<file path="src/rtl/fifo_uart_drain.sv">
// fifo_uart_drain: pops bytes from the sample FIFO and sends them as 8N1 UART frames, LSB first
module fifo_uart_drain #(
    parameter int CLKS_PER_BIT = 868,
    parameter int CNT_W        = 16
) (
    input  logic             sys_clock,
    input  logic             reset,
    input  logic             enable,
    input  logic             fifo_empty,
    input  logic [7:0]       fifo_data,
    output logic             fifo_rd_en,
    output logic             tx,
    output logic             busy,
    output logic             tx_done,
    output logic [CNT_W-1:0] bytes_sent
);
    typedef enum logic [2:0] {IDLE, READ, WAIT, START, DATA, STOP} state_t;

    localparam logic [CNT_W-1:0] LAST = CNT_W'(CLKS_PER_BIT - 1);

    state_t           state, state_nx;
    logic [CNT_W-1:0] timer, timer_nx;
    logic [2:0]       bit_idx, bit_nx;
    logic [7:0]       shift, shift_nx;
    logic             tick, counting;
    logic             rd_nx, tx_nx, busy_nx, done_nx;

    assign tick     = (timer == LAST);
    assign counting = (state == START) || (state == DATA) || (state == STOP);

    // State register; reset abandons any partial frame immediately
    always_ff @(posedge sys_clock or negedge reset) begin
        if (!reset) state <= IDLE;
        else        state <= state_nx;
    end

    // Next state; fifo_empty is only looked at in IDLE, so its stale window after a pop is never seen
    always_comb begin
        state_nx = state;
        case (state)
            IDLE:    if (enable && !fifo_empty) state_nx = READ;
            READ:    state_nx = WAIT;
            WAIT:    state_nx = START;
            START:   if (tick) state_nx = DATA;
            DATA:    if (tick && bit_idx == 3'd7) state_nx = STOP;
            STOP:    if (tick) state_nx = IDLE;
            default: state_nx = IDLE;
        endcase
    end

    // Next values of bit timer, bit index and shift register
    always_comb begin
        timer_nx = (!counting || tick || state_nx != state) ? '0 : timer + 1'b1;
        shift_nx = (state == WAIT) ? fifo_data : (state == DATA && tick) ? {1'b0, shift[7:1]} : shift;
        bit_nx   = (state == WAIT) ? 3'd0 : (state == DATA && tick) ? bit_idx + 3'd1 : bit_idx;
    end

    // Output values for the coming cycle, derived from next state so the outputs can be registered
    always_comb begin
        rd_nx   = (state_nx == READ);
        busy_nx = (state_nx != IDLE);
        done_nx = (state_nx == STOP) && (timer_nx == LAST);
        tx_nx   = (state_nx == START) ? 1'b0 : (state_nx == DATA) ? shift_nx[0] : 1'b1;
    end

    // Datapath and registered outputs; the frame counter steps on the edge that ends the stop bit
    always_ff @(posedge sys_clock or negedge reset) begin
        if (!reset) begin
            timer      <= '0;
            bit_idx    <= '0;
            shift      <= '0;
            fifo_rd_en <= 1'b0;
            tx         <= 1'b1;
            busy       <= 1'b0;
            tx_done    <= 1'b0;
            bytes_sent <= '0;
        end else begin
            timer      <= timer_nx;
            bit_idx    <= bit_nx;
            shift      <= shift_nx;
            fifo_rd_en <= rd_nx;
            tx         <= tx_nx;
            busy       <= busy_nx;
            tx_done    <= done_nx;
            if (state == STOP && tick) bytes_sent <= bytes_sent + 1'b1;
        end
    end
endmodule

</file>
<file path="config.mk">
export PLATFORM = sky130hd
export DESIGN_NAME = fifo_uart_drain
export DESIGN_NICKNAME = d
export VERILOG_FILES = /design/src/rtl/fifo_uart_drain.sv
export SDC_FILE = /design/constraint.sdc
export NUM_CORES = 1
export LEC_CHECK = 0
export BUFFER_PORTS_ARGS = -buffer_cell sky130_fd_sc_hd__buf_2
export CORE_MARGIN = 1
export CORE_UTILIZATION = 53
export DETAILED_ROUTE_END_ITERATION = 12
export GPL_TIMING_DRIVEN = 0
export PLACE_DENSITY_LB_ADDON = 0.15
export SLEW_MARGIN = 20
export SYNTH_ARGS = -nofsm -noshare
export SYNTH_HDL_FRONTEND = slang
export SYNTH_SLANG_ARGS = --single-unit
</file>
<file path="constraint.sdc">
create_clock -name sys_clock -period 3.2 [get_ports sys_clock]
set_input_delay 0.16 -clock sys_clock [delete_from_list [all_inputs] [get_ports sys_clock]]
set_output_delay 0.16 -clock sys_clock [all_outputs]
set_load 0.005 [all_outputs]
</file>
Word-level counts from Yosys, hierarchy flattened
Cells that the tools add are included.
{"block": "word_totals", "register_bits": 50, "latchBits": 0, "ramBits": 0, "mem_bits_ro": 0, "input_bits": 12, "output_inout_bits": 20, "word_cells": 52, "memories": 0}
{"block": "classes", "addsub": 3, "n_mul": 0, "n_div": 0, "n_lt_le_gt_ge": 0, "n_eq_ne": 13, "n_shift": 0, "mux": 12, "bitwise": 0, "n_reduce_logical": 14}
{"op": "16-bit by 1-bit adder with 16-bit output (second input constant)", "count": 2}
{"op": "16-bit by 10-bit equality test with 1-bit output (second input constant)", "count": 2}
{"op": "3-bit two-way mux", "count": 6}
{"op": "3-bit one-hot mux with 6 select lines", "count": 1}
{"op": "16-bit two-way mux", "count": 1}
{"op": "8-bit two-way mux", "count": 2}
{"op": "3-bit equality test (second input constant)", "count": 5}
{"op": "3-bit by 2-bit equality test with 1-bit output (second input constant)", "count": 3}
{"op": "3-bit by 1-bit equality test with 1-bit output (second input constant)", "count": 2}
{"op": "1-bit logical AND", "count": 5}
{"op": "1-bit logical OR", "count": 4}
{"op": "3-bit by 1-bit adder with 3-bit output (second input constant)", "count": 1}
{"op": "3-bit logical NOT", "count": 1}
{"op": "3-bit inequality test", "count": 1}
{"op": "3-bit nonzero test", "count": 1}
{"op": "1-bit logical NOT", "count": 2}
{"op": "1-bit two-way mux", "count": 2}
{"op": "2-bit nonzero test", "count": 1}

Depth between registers and ports, before layout
{"block": "depth", "depth_word": 9, "ltp_mapped": 7, "mapped_depth_nobuf": 6}

Worst setup path after synthesis
Ideal clock, no wire load.
{"block": "synth_path", "kind": "register -> register", "startpoint": "reg timer[0]", "endpoint": "reg tx_done", "setup_time_ns": 0.101, "t_arrival_ns": 1.920, "required_ns": 3.099, "path_slack_ns": 1.179, "stages_incl_launch_ff": 8, "n_path_buf": 1, "period_less_slack_ns": 2.021, "cell_sequence": "dfrtp_1 > ha_1 > nor3b_2 > and4_4 > or2_1 > buf_2 > a2111o_1 > nor4_1"}
{"block": "synth_between", "elab_chain_cells": 9, "elab_cells_between_ends": 14, "classes_between": "add/sub: 1; eq/ne: 4; mux: 5; reduce/logical: 4"}
{"item": "start, declared", "line_no": "22", "rtl": "logic [CNT_W-1:0] timer, timer_nx;"}
{"item": "start signal, assigned", "line_no": "78", "rtl": "timer <= timer_nx;"}
{"item": "16-bit by 10-bit equality test with 1-bit output", "line_no": "28", "rtl": "assign tick = (timer == LAST);"}
{"item": "1-bit logical AND", "line_no": "45", "rtl": "DATA: if (tick && bit_idx == 3'd7) state_nx = STOP;"}
{"item": "3-bit two-way mux", "line_no": "45"}
{"item": "3-bit one-hot mux with 6 select lines", "line_no": "40", "rtl": "case (state)"}
{"item": "3-bit inequality test", "line_no": "53", "rtl": "timer_nx = (!counting || tick || state_nx != state) ? '0 : timer + 1'b1;"}
{"item": "1-bit logical OR", "line_no": "53"}
{"item": "16-bit two-way mux", "line_no": "53"}
{"item": "16-bit by 10-bit equality test with 1-bit output", "line_no": "62", "rtl": "done_nx = (state_nx == STOP) && (timer_nx == LAST);"}
{"item": "1-bit logical AND *", "line_no": "62"}
{"item": "net done_nx", "line_no": "26", "rtl": "logic rd_nx, tx_nx, busy_nx, done_nx;"}
{"item": "end signal, assigned", "line_no": "84", "rtl": "tx_done <= done_nx;"}
{"item": "end, declared", "line_no": "14", "rtl": "output logic tx_done,"}
Mark *: on every way through the listed nets, which the timed path passes. The rest lies on a longest branch.
A chain may end at the register's enable or synchronous reset.

Worst setup path in the final report
Ends and elaborated chain as after synthesis.

==> flow_summary.yaml <==
global_route:
  grt_util_met3_pct: 3.33
  met1_usage_pct: 28.3
  globalRouteTotalUtil_pct: 20.7
  grt_start_max_net_pins: 27
  grt.busiest_layer: "met2"
  antenna_found_initial: 0
  grt_overflow_total: 0
  grt_pass1_vias: 1829
  grtUsageMet2_pct: 32.9
  grt_pass1_wl_mm: 8.27
floorplanning:
  io_pins: 32
  die_area_sq_mm: 0.00521
  rows: 25
  initial_utilization_pct: 55.3
  core_sq_mm: 0.00472
  dieWidth_um: 72.2
  die_h_um: 72.2
detailed_routing:
  via_per_inst: 5.30
  dr.pass1.iters: 4
  totalWireLength_mm: 4.74
  routedWlPerCell_um: 13.0
  vias: 1928
  drtIter0Drc: 62
  ant_nets: 0
  drc: 0
cells_and_area:
  nets: 312
  final_area_sq_mm: 0.00298
  fillers: 400
  area_growth_pct: 13.9
  drive_gt1_share_pct: 22.2
  insertedDiodeCount: 0
clock_network:
  clkTransAtPathRegs_ns: 0.09
  cts_hold_buf: 1
  clock_latency_ns: 0.31
  cts_tree: "done"
  htreeDepth: 2
  cts_buffers: 5
  clockBufferDepth: 2
  clock-sinks: 50
  cts_resized: 0
  root_buffer: "clkbuf_8"
  cts_setup_buffers: 0
synthesis:
  synth_top_cell_area_share_pct: 46.9
  synth-edff-count: 0
  netlist_area_sq_mm: 0.00261
  synth-seq-area-share_pct: 47.9
  syn_inst: 256
  ys_top_cells_by_area: "dfrtp_1 47%, xor2_1 6.4%, nand2_1 4.0%, xnor2_1 4.0%, nor2_1 3.7%"
  ys_types: 53
  synth_nets: 272
  yosys.area.top_type: "dfrtp_1"
  async_flop_share_pct: 100
  synthFlopType: "dfrtp_1"
  synth_common_cells: "49 x dfrtp_1, 28 x nand2_1, 26 x nor2_1"
  avgSynthCellArea_sq_um: 10.2
  synth.most_common_cell: "dfrtp_1"
  ys.warnings.count: 0
  synth-seq-cells: 50
sta:
  fmax_ghz: 0.455
  hold_viol: 0
  tightest_slew_ns: 0.566
  finalSetupViolations: 0
  fin_setup_tns_ns: 0
  fin_crit_sh_pct: 68.6
  rsz0062_at_grt: "false"
  clock_skew_ns: 0.00476
  min_period_ns: 2.20
  report.final.slew_viol_count: 0
  slew_headroom_pct: 62.3
worst_setup_path:
  cp_max_fo: 8
  critPathLaunchType: "flip-flop"
  crit_type: "flip-flop to flip-flop"
  arrival_ns: 2.40
  cp.required_ns: 3.41
  worstSetupEndpointType: "flip-flop"
run:
  cap_violations: 0
placed_design:
  dp_hpwl_mm: 3.46
  dpl_cell_area_sq_mm: 0.00287
  port_buffers: 31
  routabilityCongestion: 0.834
pwr:
  p_leak_nw: 1.39
  ir_drop_v: 0.000236
  p_per_area_mw_per_mm2: 354
min_path:
  hold_class: "input pin to flip-flop"
run_status:
  outcome: "finished clean"
## where the power goes
part	total [W]	internal, W	switching (W)
Combinational	0.0000276	0.0000109	0.0000167
Sequential	0.000639	0.000636	0.00000239
Clock	0.000389	0.000174	0.000215
Total	0.00106	0.000821	0.000234
## final timing paths
kind / start / depth (start not counted) / end / slack (ns)
worst max-delay path: timer[0]$_DFF_PN0_ / 7 / tx_done$_DFF_PN0_ / 1.00
worst min-delay path: fifo_data[1] / 3 / shift[1]$_DFFE_PN0P_ / 0.05
worst min register to register: bytes_sent[15]$_DFFE_PN0P_ / 1 / bytes_sent[15]$_DFFE_PN0P_ / 0.48
worst max register to register: timer[0]$_DFF_PN0_ / 7 / tx_done$_DFF_PN0_ / 1.00
min in group asynchronous: reset / 2 / bytes_sent[11]$_DFFE_PN0P_ / 0.37
max in group asynchronous: reset / 3 / timer[15]$_DFF_PN0_ / 2.30
## cell type report
cell class	count	area, sq um	area share (%)
plain buffers	11	97.6	3.28
repair buffers	33	185	6.22
clock buffers	6	82.6	2.77
multi-input cells	186	1230	41.3
flip-flops and latches	50	1250	42.1
inverters	9	33.8	1.13
clock inverters	2	12.5	0.420
well taps	67	83.8	2.82
## worst max-delay path: stages, from the launching register on
cell      delay [ns]
dfrtp_1         0.44
ha_1            0.27
nor3b_2         0.18
and4_4          0.15
or2_1           0.21
buf_2           0.18
a2111o_1        0.39
nor4_1          0.27
## placed cells by master, fill, tap and decap left out, drive strengths merged, types with 4 or more instances in the layout
cell	Yosys	routed
nor2	26	26
a22oi	4	4
nor4	5	5
nor3	11	11
and4	5	5
o21ai	9	9
clkbuf	5	11
inv	9	9
buf	6	38
xor2	19	19
xnor2	12	12
ha	4	4
mux2i	4	4
nand3	11	11
a21oi	6	6
nand4	10	10
nand2	28	28
dfrtp	49	49
## kinds of logic (layout without fill, tap and decap cells)
kind of cell	count (synthesis)	count (layout)	share of synthesized area [%]
flops	50	50	47.9
simple gates	114	114	24.8
fa+ha+maj	4	4	1.92
xor+xnor	31	31	10.4
mux	6	6	2.39
compound gates	31	31	7.52
buf+inv	20	61	5.03
## sequential cells by signal, summed over array words and instances, names as in the netlist
| signal | cells |
|---|---|
| bytes_sent | 16 |
| timer | 16 |
| shift | 8 |
| bit_idx | 3 |
| state | 3 |
| busy | 1 |
| fifo_rd_en | 1 |
| tx | 1 |
| tx_done | 1 |
## metrics by stage
| stage | hold WS (ns) | utilization, % | worst slack [ns] | total power (W) | cells |
|---|---|---|---|---|---|
| after floorplan | -0.136 | - | 1.18 | 0.000656 | 256 |
| after global placement | 0.361 | 60.4 | 1.04 | 0.000676 | 354 |
| after detailed placement | 0.190 | 60.8 | 1.05 | 0.000680 | 355 |
| after CTS | 0.0431 | 63.0 | 1.00 | 0.00107 | 364 |
| after global routing | 0.0581 | 63.0 | 0.803 | 0.00109 | 364 |
| final | 0.0498 | 63.0 | 1.00 | 0.00106 | 364 |
## layer usage
layer	vias to the layer above	wire length, um
met5	-	0
met4	0	65
met3	8	173
met2	35	2230
met1	919	2270
li1	966	-
Power figures use the tool's default switching activity.
